**src/rtl/multdiv_iter_if.sv**
```systemverilog
// Operand/control/result bundle between the execute stage (master) and the
// iterative multiply/divide unit (slave).
interface multdiv_iter_if #(
    parameter int WIDTH = 32
);
    logic signed [WIDTH-1:0] data_operandA;
    logic signed [WIDTH-1:0] data_operandB;
    logic                    ctrl_MULT;
    logic                    ctrl_DIV;
    logic signed [WIDTH-1:0] data_result;
    logic                    data_exception;
    logic                    data_resultRDY;

    modport master (
        output data_operandA, data_operandB, ctrl_MULT, ctrl_DIV,
        input  data_result, data_exception, data_resultRDY
    );

    modport slave (
        input  data_operandA, data_operandB, ctrl_MULT, ctrl_DIV,
        output data_result, data_exception, data_resultRDY
    );
endinterface

```
**src/rtl/multdiv_iter.sv**
```systemverilog
// Iterative signed multiply/divide, one bit per cycle on operand magnitudes.
// Optional MULTDIV_DIV0_FAST_EN: divide-by-zero completes one cycle after start.
module multdiv_iter #(
    parameter int WIDTH = 32
) (
    input  logic          clock,
    input  logic          reset,
    multdiv_iter_if.slave bus
);
    localparam int CW = $clog2(WIDTH);
    localparam logic [CW-1:0] LAST = CW'(WIDTH - 1);

    typedef enum logic [1:0] {IDLE, MULT, DIV, DONE} state_t;
    typedef struct packed {
        logic signed [WIDTH-1:0] result;
        logic                    exc;
    } res_t;

    state_t          state, state_nxt;
    logic [CW-1:0]   count;
    logic            start_mult, start_div, b_zero, fast_div0;
    logic            load, step, finish;
    res_t            fin;

    logic [WIDTH-1:0] hi, lo, b_mag;
    logic             is_div, neg, div0;
    logic [WIDTH-1:0] hi_nxt, lo_nxt;

    logic signed [WIDTH-1:0] result_q;
    logic                    exc_q, rdy_q;

    function automatic logic [WIDTH-1:0] magnitude(input logic signed [WIDTH-1:0] v);
        logic [WIDTH-1:0] u;
        u = v;
        return v[WIDTH-1] ? (~u + WIDTH'(1)) : u;
    endfunction

    // Sign reapplied to the full product; overflow if the top WIDTH+1 bits disagree.
    function automatic res_t mult_finish(input logic [2*WIDTH-1:0] p, input logic n);
        logic [2*WIDTH-1:0] s;
        logic [WIDTH:0]     upper;
        res_t               r;
        s        = n ? (~p + (2*WIDTH)'(1)) : p;
        upper    = s[2*WIDTH-1:WIDTH-1];
        r.result = s[WIDTH-1:0];
        r.exc    = !((&upper) || !(|upper));
        return r;
    endfunction

    // A positive quotient with the MSB set only arises from INT_MIN / -1.
    function automatic res_t div_finish(input logic [WIDTH-1:0] q, input logic n,
                                        input logic dz);
        res_t r;
        if (dz) begin
            r.result = '0;
            r.exc    = 1'b1;
        end else begin
            r.result = n ? (~q + WIDTH'(1)) : q;
            r.exc    = !n && q[WIDTH-1];
        end
        return r;
    endfunction

    assign start_mult = bus.ctrl_MULT & ~bus.ctrl_DIV;
    assign start_div  = bus.ctrl_DIV & ~bus.ctrl_MULT;
    assign b_zero     = (bus.data_operandB == '0);

`ifdef MULTDIV_DIV0_FAST_EN
    assign fast_div0 = b_zero;
`else
    assign fast_div0 = 1'b0;
`endif

    always_ff @(posedge clock) begin
        if (reset) begin
            state <= IDLE;
            count <= '0;
        end else begin
            state <= state_nxt;
            if (load)
                count <= '0;
            else if (step)
                count <= count + 1'b1;
        end
    end

    always_comb begin
        state_nxt = state;
        if (start_mult)
            state_nxt = MULT;
        else if (start_div)
            state_nxt = fast_div0 ? DONE : DIV;
        else begin
            unique case (state)
                MULT, DIV: if (count == LAST) state_nxt = DONE;
                DONE:      state_nxt = IDLE;
                default:   state_nxt = IDLE;
            endcase
        end
    end

    always_comb begin
        load   = start_mult | start_div;
        step   = !load && (state == MULT || state == DIV);
        finish = (state == DONE);
        fin    = is_div ? div_finish(lo, neg, div0) : mult_finish({hi, lo}, neg);
    end

    // One iteration: shift-add for multiply, restoring shift-subtract for divide.
    always_comb begin
        logic [WIDTH:0] sum;
        logic [WIDTH:0] shifted;
        logic           ok;
        sum     = {1'b0, hi} + (lo[0] ? {1'b0, b_mag} : '0);
        shifted = {hi, lo[WIDTH-1]};
        ok      = shifted >= {1'b0, b_mag};
        if (is_div) begin
            hi_nxt = ok ? (shifted[WIDTH-1:0] - b_mag) : shifted[WIDTH-1:0];
            lo_nxt = {lo[WIDTH-2:0], ok};
        end else begin
            hi_nxt = sum[WIDTH:1];
            lo_nxt = {sum[0], lo[WIDTH-1:1]};
        end
    end

    always_ff @(posedge clock) begin
        if (load) begin
            is_div <= start_div;
            neg    <= bus.data_operandA[WIDTH-1] ^ bus.data_operandB[WIDTH-1];
            div0   <= b_zero;
            b_mag  <= magnitude(bus.data_operandB);
            lo     <= magnitude(bus.data_operandA);
            hi     <= '0;
        end else if (step) begin
            hi <= hi_nxt;
            lo <= lo_nxt;
        end
    end

    always_ff @(posedge clock) begin
        if (reset) begin
            result_q <= '0;
            exc_q    <= 1'b0;
            rdy_q    <= 1'b0;
        end else begin
            rdy_q <= finish;
            if (finish) begin
                result_q <= fin.result;
                exc_q    <= fin.exc;
            end
        end
    end

    assign bus.data_result    = result_q;
    assign bus.data_exception = exc_q;
    assign bus.data_resultRDY = rdy_q;
endmodule

```
**src/flat_wrapper.sv**
```systemverilog
// flat-port wrapper written by rule: the top's interface ports become plain ports
module multdiv_iter_flat 
#(
    parameter int WIDTH = 32
)
  (clock, reset, bus_data_operandA, bus_data_operandB, bus_ctrl_MULT, bus_ctrl_DIV, bus_data_result, bus_data_exception, bus_data_resultRDY);
  multdiv_iter_if #(.WIDTH(WIDTH)) bus_i ();
  input  logic clock;
  input  logic reset;
  input wire logic [$bits(bus_i.data_operandA)-1:0] bus_data_operandA;
  input wire logic [$bits(bus_i.data_operandB)-1:0] bus_data_operandB;
  input wire logic [$bits(bus_i.ctrl_MULT)-1:0] bus_ctrl_MULT;
  input wire logic [$bits(bus_i.ctrl_DIV)-1:0] bus_ctrl_DIV;
  output wire logic [$bits(bus_i.data_result)-1:0] bus_data_result;
  output wire logic [$bits(bus_i.data_exception)-1:0] bus_data_exception;
  output wire logic [$bits(bus_i.data_resultRDY)-1:0] bus_data_resultRDY;
  assign bus_i.data_operandA = bus_data_operandA;
  assign bus_i.data_operandB = bus_data_operandB;
  assign bus_i.ctrl_MULT = bus_ctrl_MULT;
  assign bus_i.ctrl_DIV = bus_ctrl_DIV;
  assign bus_data_result = bus_i.data_result;
  assign bus_data_exception = bus_i.data_exception;
  assign bus_data_resultRDY = bus_i.data_resultRDY;
  multdiv_iter #(.WIDTH(WIDTH)) u_core (.clock(clock), .reset(reset), .bus(bus_i));
endmodule
```
**config.mk**
```make
export PLATFORM = sky130hd
export DESIGN_NAME = multdiv_iter_flat
export DESIGN_NICKNAME = d
export VERILOG_FILES = /design/src/rtl/multdiv_iter_if.sv /design/src/rtl/multdiv_iter.sv /design/src/flat_wrapper.sv
export SDC_FILE = /design/constraint.sdc
export NUM_CORES = 1
export LEC_CHECK = 0
export ABC_AREA = 1
export CAP_MARGIN = 30
export CORE_MARGIN = 2
export CORE_UTILIZATION = 40
export CTS_CLUSTER_DIAMETER = 100
export DETAILED_ROUTE_END_ITERATION = 10
export DONT_BUFFER_PORTS = 1
export SYNTH_ARGS = -nofsm -noshare
export SYNTH_HDL_FRONTEND = slang
export SYNTH_SLANG_ARGS = --single-unit
export TNS_END_PERCENT = 30
```
**constraint.sdc**
```tcl
create_clock -name clock -period 3.4 [get_ports clock]
set_clock_uncertainty 0.05 [all_clocks]
set_input_delay 0.51 -clock clock [delete_from_list [all_inputs] [get_ports clock]]
set_output_delay 0.51 -clock clock [all_outputs]
set_load 0.1 [all_outputs]
```
Word level (Yosys, flattened, before mapping)
Cells that the tools add are included.
{"block": "word_totals", "register_bits": 140, "latchBits": 0, "ramBits": 0, "rom_bits": 0, "input_bits": 68, "output_inout_bits": 34, "elab_cells": 68, "mem_count": 0}
{"block": "classes", "n_addsub": 7, "n_mul": 0, "n_div": 0, "order_cmp": 1, "eq_ne": 6, "shifts": 0, "mux": 16, "bitwise": 10, "reduce_logical": 15}
{"operator": "$mux 32", "n": 8}
{"operator": "$add 32x1->32 const B", "n": 3}
{"operator": "$not 32->32", "n": 3}
{"operator": "$mux 33", "n": 2}
{"operator": "$add 64x1->64 const B", "n": 1}
{"operator": "$mux 64", "n": 1}
{"operator": "$not 64->64", "n": 1}
{"operator": "$add 32x33->33", "n": 1}
{"operator": "$ge 33x32->1", "n": 1}
{"operator": "$reduce_and 33->1", "n": 1}
{"operator": "$reduce_or 33->1", "n": 1}
{"operator": "$logic_not 32->1", "n": 1}
{"operator": "$sub 32x32->32", "n": 1}
{"operator": "$mux 31", "n": 1}
{"operator": "$mux 2", "n": 3}
{"operator": "$reduce_or 2->1", "n": 3}
{"operator": "$add 5x1->5 const B", "n": 1}
{"operator": "$eq 5x5->1 const B", "n": 1}
{"operator": "$eq 2x2->1 const B", "n": 2}
{"operator": "$logic_not 1->1", "n": 4}
{"operator": "$ne 4x1->1 const B", "n": 1}
{"operator": "$ne 3x1->1 const B", "n": 1}
{"operator": "$and 1x1->1", "n": 2}
{"operator": "$eq 2x1->1 const B", "n": 1}
{"operator": "other kinds (7)", "n": 10}

Longest topological paths before layout
{"block": "depth", "word_depth": 8, "ltp_mapped": 21, "depth_no_buf": 19}

Least setup slack after synthesis
No wires, ideal clock.
{"block": "synth_path", "path_type": "input port to flip-flop", "start": "input port bus_ctrl_DIV", "end": "register u_core.lo[30] (data pin)", "setup_ps": 151, "arrival_ps": 2767, "t_required_ps": 3199, "setup_slack_ps": 432, "cell_stages": 7, "n_path_buf": 2, "path_cell_list": "inv_1 > ha_1 > inv_1 > clkbuf_1 > clkbuf_1 > o21ai_0 > o21ai_1"}
{"block": "synth_between", "elab_chain_len": 4, "elab_cells_between_ends": 5, "classes_between": "mux (1); bitwise (4)"}
{"element": "start: declaration", "line": "flat_wrapper.sv:13", "rtl": "input wire logic [$bits(bus_i.ctrl_DIV)-1:0] bus_ctrl_DIV;"}
{"element": "$not 1->1", "line": "multdiv_iter.sv:64", "rtl": "assign start_mult = bus.ctrl_MULT & ~bus.ctrl_DIV;"}
{"element": "$and 1x1->1", "line": "multdiv_iter.sv:64"}
{"element": "$or 1x1->1 *", "line": "multdiv_iter.sv:103", "rtl": "load = start_mult | start_div;"}
{"element": "net u_core.load", "line": "multdiv_iter.sv:22", "rtl": "logic load, step, finish;"}
{"element": "$mux 32 *", "line": "multdiv_iter.sv:127", "rtl": "if (load) begin"}
{"element": "end signal: assignment", "line": "multdiv_iter.sv:132", "rtl": "lo <= magnitude(bus.data_operandA);"}
{"element": "end signal: assignment", "line": "multdiv_iter.sv:136", "rtl": "lo <= lo_nxt;"}
{"element": "end: declaration", "line": "multdiv_iter.sv:25", "rtl": "logic [WIDTH-1:0] hi, lo, b_mag;"}
Mark *: on every way through the listed nets, which the timed path passes. The rest lies on a longest branch.
A chain may end at the register's enable or synchronous reset.

Final worst setup path
{"block": "layout_path", "start": "register u_core.lo[0]", "end": "register u_core.hi[29]"}
{"block": "layout_between", "elab_chain_len": 3}
{"element": "$mux 32", "line": "multdiv_iter.sv:114", "rtl": "sum = {1'b0, hi} + (lo[0] ? {1'b0, b_mag} : '0);"}
{"element": "$add 32x33->33", "line": "multdiv_iter.sv:114"}
{"element": "$mux 32", "line": "multdiv_iter.sv:117", "rtl": "if (is_div) begin"}
{"element": "end signal: assignment", "line": "multdiv_iter.sv:135", "rtl": "hi <= hi_nxt;"}
{"element": "end: declaration", "line": "multdiv_iter.sv:25"}
No other way between the ends.

==> flow_results.org <==
** Critical path
- Worst setup endpoint :: u_core.hi[29]$_SDFFE_PN0P_
- The worst register-to-register path has a depth of 19.
- The setup check on the worst reg-to-reg path leaves a slack of between 200 and 250 ps.
- STA puts the critical path data required time at ~3700 ps.
- The startpoint identified for the worst register-to-register timing path is u_core.lo[0]$_DFFE_PP_.
- The worst setup path is captured at a flop.
- The worst setup path is of the flop to flop kind.
- Endpoint of the worst register-to-register path :: u_core.hi[29]$_SDFFE_PN0P_
- In this run the worst path has a maximum fanout of 20.
- In this run the worst setup path begins at u_core.lo[0]$_DFFE_PP_.
- Worst EP arrival :: 3450 ps
- The worst setup path is launched from a flop.

** Synth
- Synthesized area per cell :: 6.215 sq um
- Cell count after synthesis :: 2207
- Proportion of register bits with asynchronous set or reset after synthesis :: 0%
- In the synthesized netlist the dominant register cell turns out to be dfxtp_1.
- Summed instance area of the synthesized netlist :: between 10000 and 15000 sq um
- In this run, synthesis inferred 67 flip-flops with an integrated enable.
- The number of different library cells used by synthesis comes to 56.
- Sequential cells were found to cover 25.32% of the synthesized design area.
- The largest total area in the synthesized netlist belongs to nand2_1.
- Counting every net in the synthesized netlist gives 2349.
- The Yosys step of the flow raised 0 warnings.
- Top-area cell type share of the netlist area :: 15.35%
- Top post-synthesis cells by area :: nand2_1 (15%), edfxtp_1 (15%), dfxtp_1 (11%)
- The synthesized design contains between 100 and 150 register bits.

** Cells and area
- Of the cells placed in the final design, the portion with a size suffix greater than 1 is 7.891%.
- Compared with the post-synthesis result, the final layout area differs by 10.58%.
- The library cells used most frequently in the layout, excluding fill and tap cells, are nand2_1 (561), inv_1 (272), nor2_1 (269).
- In the final design database the tool counted 2372 nets.
- The library cell used most frequently in the layout, excluding fill and tap cells, is nand2_1.
- Final cell utilization of the core :: 45.12%
- The finished cells cover 15170 sq um.
- Diode insertion count for antenna repair :: 0

** STA
- RSZ-0062 raised after global routing :: yes
- Setup TNS :: 0 ps
- Fin. Hold Viols :: 0
- Portion of the clock cycle consumed by the worst path in the final layout :: 92.88%
- Worst Max-Slew Pin Slew :: 995.0 ps
- Post-route minimum period :: between 3000 and 4000 ps
- Slew Limit Fails :: 0
- Worst relative slew slack :: between 30% and 40%
- Setup violations, final :: 0
- FMAX :: about 0.32 GHz

** Power
- For this design the ratio of total power to cell area is between 400 and 500 nW/um^2.
- Cell internal power was estimated by the tool at around 4100 uW.
- Combinational logic is responsible for 42.8% of the overall power.
- VDD IR-drop max :: 0.4203 mV
- The analysis attributes to cell leakage a power of 0.007078 uW.
- Net switching component of the power :: 3326 uW
- Sequential cell fraction of total power :: 31.1%
- In this run, the clock network consumes 26.1% of the power.
- Total power for the finished layout comes to 7475 uW.
- Switching portion of total power :: 44.49%

** Clock tree
- Number of buffers added by the clock tree synthesis step :: 17
- Number of buffers inserted by post-CTS setup repair :: 0
- Count of clock tree sinks :: 140
- CTS tree :: yes
- Clock latency on the worst-skew pair, taken at its later pin, is around 450 ps.
- The tree is rooted in a clkbuf_16.
- Hold repair after CTS inserted 0 buffers.
- Once the clock tree was built, the resizer swapped 0 gates to a different size.
- In this run the number of H-tree levels came out at 4.
- Clock-pin slew was measured on the worst setup and hold paths at 70 ps.
- The clock passes through at most 2 buffers.

** Die
- Top Ports :: 102
- After floorplanning, the core was divided into 67 placement rows.
- The die is 189.2 microns wide.
- Placeable core region :: around 34000 sq um
- Die outline area :: 35790 sq um
- Once the floorplan was initialized, standard cells occupied 40.80% of the core.
- Die height :: 189.2 microns

** Global route
- Global-route congestion overflow total :: 0
- The number of antenna violations at the first check in global routing is 0.
- The via count of the first global-routing pass came to between 10000 and 15000.
- The first global-routing pass estimated 80.72 mm of wire.
- Global routing used about 30% of the available tracks.
- Entering global routing, the biggest net connects 60 pins.

** Detailed routing
- Initial drt markers :: approximately 1500
- In the routed layout, each cell is associated on average with a via count of 5.559.
- Total detailed-routing wirelength :: 52.84 mm
- Number of remaining DRC errors :: 0
- The detailed router placed 14959 vias in this run.
- Post-route antenna net violation count :: 0
- In the final routed layout, each cell accounts on average for 19.64 microns.
- Detailed-routing iteration count for the pre-antenna-repair pass :: 6

** Flow run
- Count of max-cap constraint violations :: 0

** Outcome
- The run finished with clean final reports.

** Worst hold path
- The worst hold path belongs to the class primary input to flop.

** Placed design
- Count of input and output buffers :: 0
- Placer congestion estimate :: between 1 and 1.5
- Area of placed instances :: 14510 sq um
- Final HPWL DP :: 43.41 mm
[power by group through the flow]
stage          Clock [uW]  Sequential (uW)  Combinational (uW)
2_1_floorplan           0             2260                2170
3_3_place_gp            0             2350                3100
3_5_place_dp            0             2350                3110
4_1_cts              1970             2310                3130
5_1_grt              2040             2340                3550
6_report             1950             2320                3200
[layer usage]
metal | global-route usage, % | vias to the layer above | share of wire (%)
li1 | - | 7351 | -
met1 | 43.13 | 6967 | 48
met2 | 44.14 | 558 | 42
met3 | 4.022 | 83 | 7.2
met4 | 10.31 | 0 | 3.1
met5 | 0 | - | 0
[worst max-delay path: stages (launching register included)]
cell and delay [ps]:
edfxtp_1 420, buf_4 230, nand2_1 80, inv_1 40
ha_1 200, fa_1 400, nand2_1 100, nand2_1 60
o21ai_0 170, nor2_1 80, nor2_1 150, inv_1 150
a21oi_2 170, inv_1 120, nand4_1 90, nand2_1 140
o21ai_0 200, nand3_1 90, nand2_1 60, nand2_1 60
[cells by family (layout without fill, tap and decap cells)]
kind of cell,count (synthesis),count (layout),synth area share (%)
buf+inv,346,381,9.705
fa+ha+maj,74,74,6.859
flops,140,140,25.32
simple gates,1101,1102,34.01
xor+xnor,79,79,5.044
compound gates,467,467,19.06
[synth_stat cells, types with 8 or more instances]
library cell and count:
a21o_1 13, a21oi_1 191, a31oi_1 8, buf_2 8, clkbuf_1 40, dfxtp_1 73, edfxtp_1 67, ha_1 72
inv_1 273, inv_2 12, nand2_1 561, nand2_2 12, nand3_1 134, nand4_1 29, nor2_1 269, nor2_2 13
nor3_1 43, nor4_1 8, o21ai_0 149, o21ai_1 37, o21ai_2 13, o21bai_1 8, o31ai_1 16, xnor2_1 33
xor2_1 46
[flip-flops by register name (all words and copies together) (netlist names)]
register                   cells
u_core.hi                     32
u_core.lo                     32
u_core.bus.data_exception      1
u_core.count                   5
u_core.is_div                  1
u_core.bus.data_resultRDY      1
u_core.bus.data_result        32
u_core.b_mag                  32
u_core.neg                     1
u_core.state                   2
u_core.div0                    1
[cell type report]
type / instances / area (sq um)
clock buffer: 22 / 500.5
multi-input combinational: 1722 / 8939
inverter: 287 / 1077
tap: 448 / 560.5
fill: 3563 / 18450
sequential: 140 / 3475
clock inverter: 10 / 102.6
timing repair buffer: 62 / 514.2
[worst min-delay path by stage]
stage / start / slack, ps / endpoint / depth (start not counted)
global placement: u_core.count[3]$_SDFFE_PP0P_ / 430 / u_core.count[3]$_SDFFE_PP0P_ / 2
global route: reset / 60 / u_core.bus.data_result[27]$_SDFFE_PP0P_ / 1
CTS: reset / 60 / u_core.bus.data_result[27]$_SDFFE_PP0P_ / 1
detailed placement: u_core.count[3]$_SDFFE_PP0P_ / 430 / u_core.count[3]$_SDFFE_PP0P_ / 2
finish: reset / 80 / u_core.bus.data_result[27]$_SDFFE_PP0P_ / 1
floorplan: u_core.count[3]$_SDFFE_PP0P_ / 420 / u_core.count[3]$_SDFFE_PP0P_ / 2
[stage by stage]
| stage | hold WS, ps | worst slack, ps | cells |
|---|---|---|---|
| after floorplan | 418.4 | 431.9 | 2207 |
| after global placement | 432.2 | 140.9 | 2655 |
| after detailed placement | 433.6 | 96.03 | 2656 |
| after CTS | 61.25 | 77.83 | 2688 |
| after global routing | 59.18 | -3.685 | 2691 |
| final | 77.91 | 242.1 | 2691 |
Note: power is estimated with default switching activity, not from simulation.
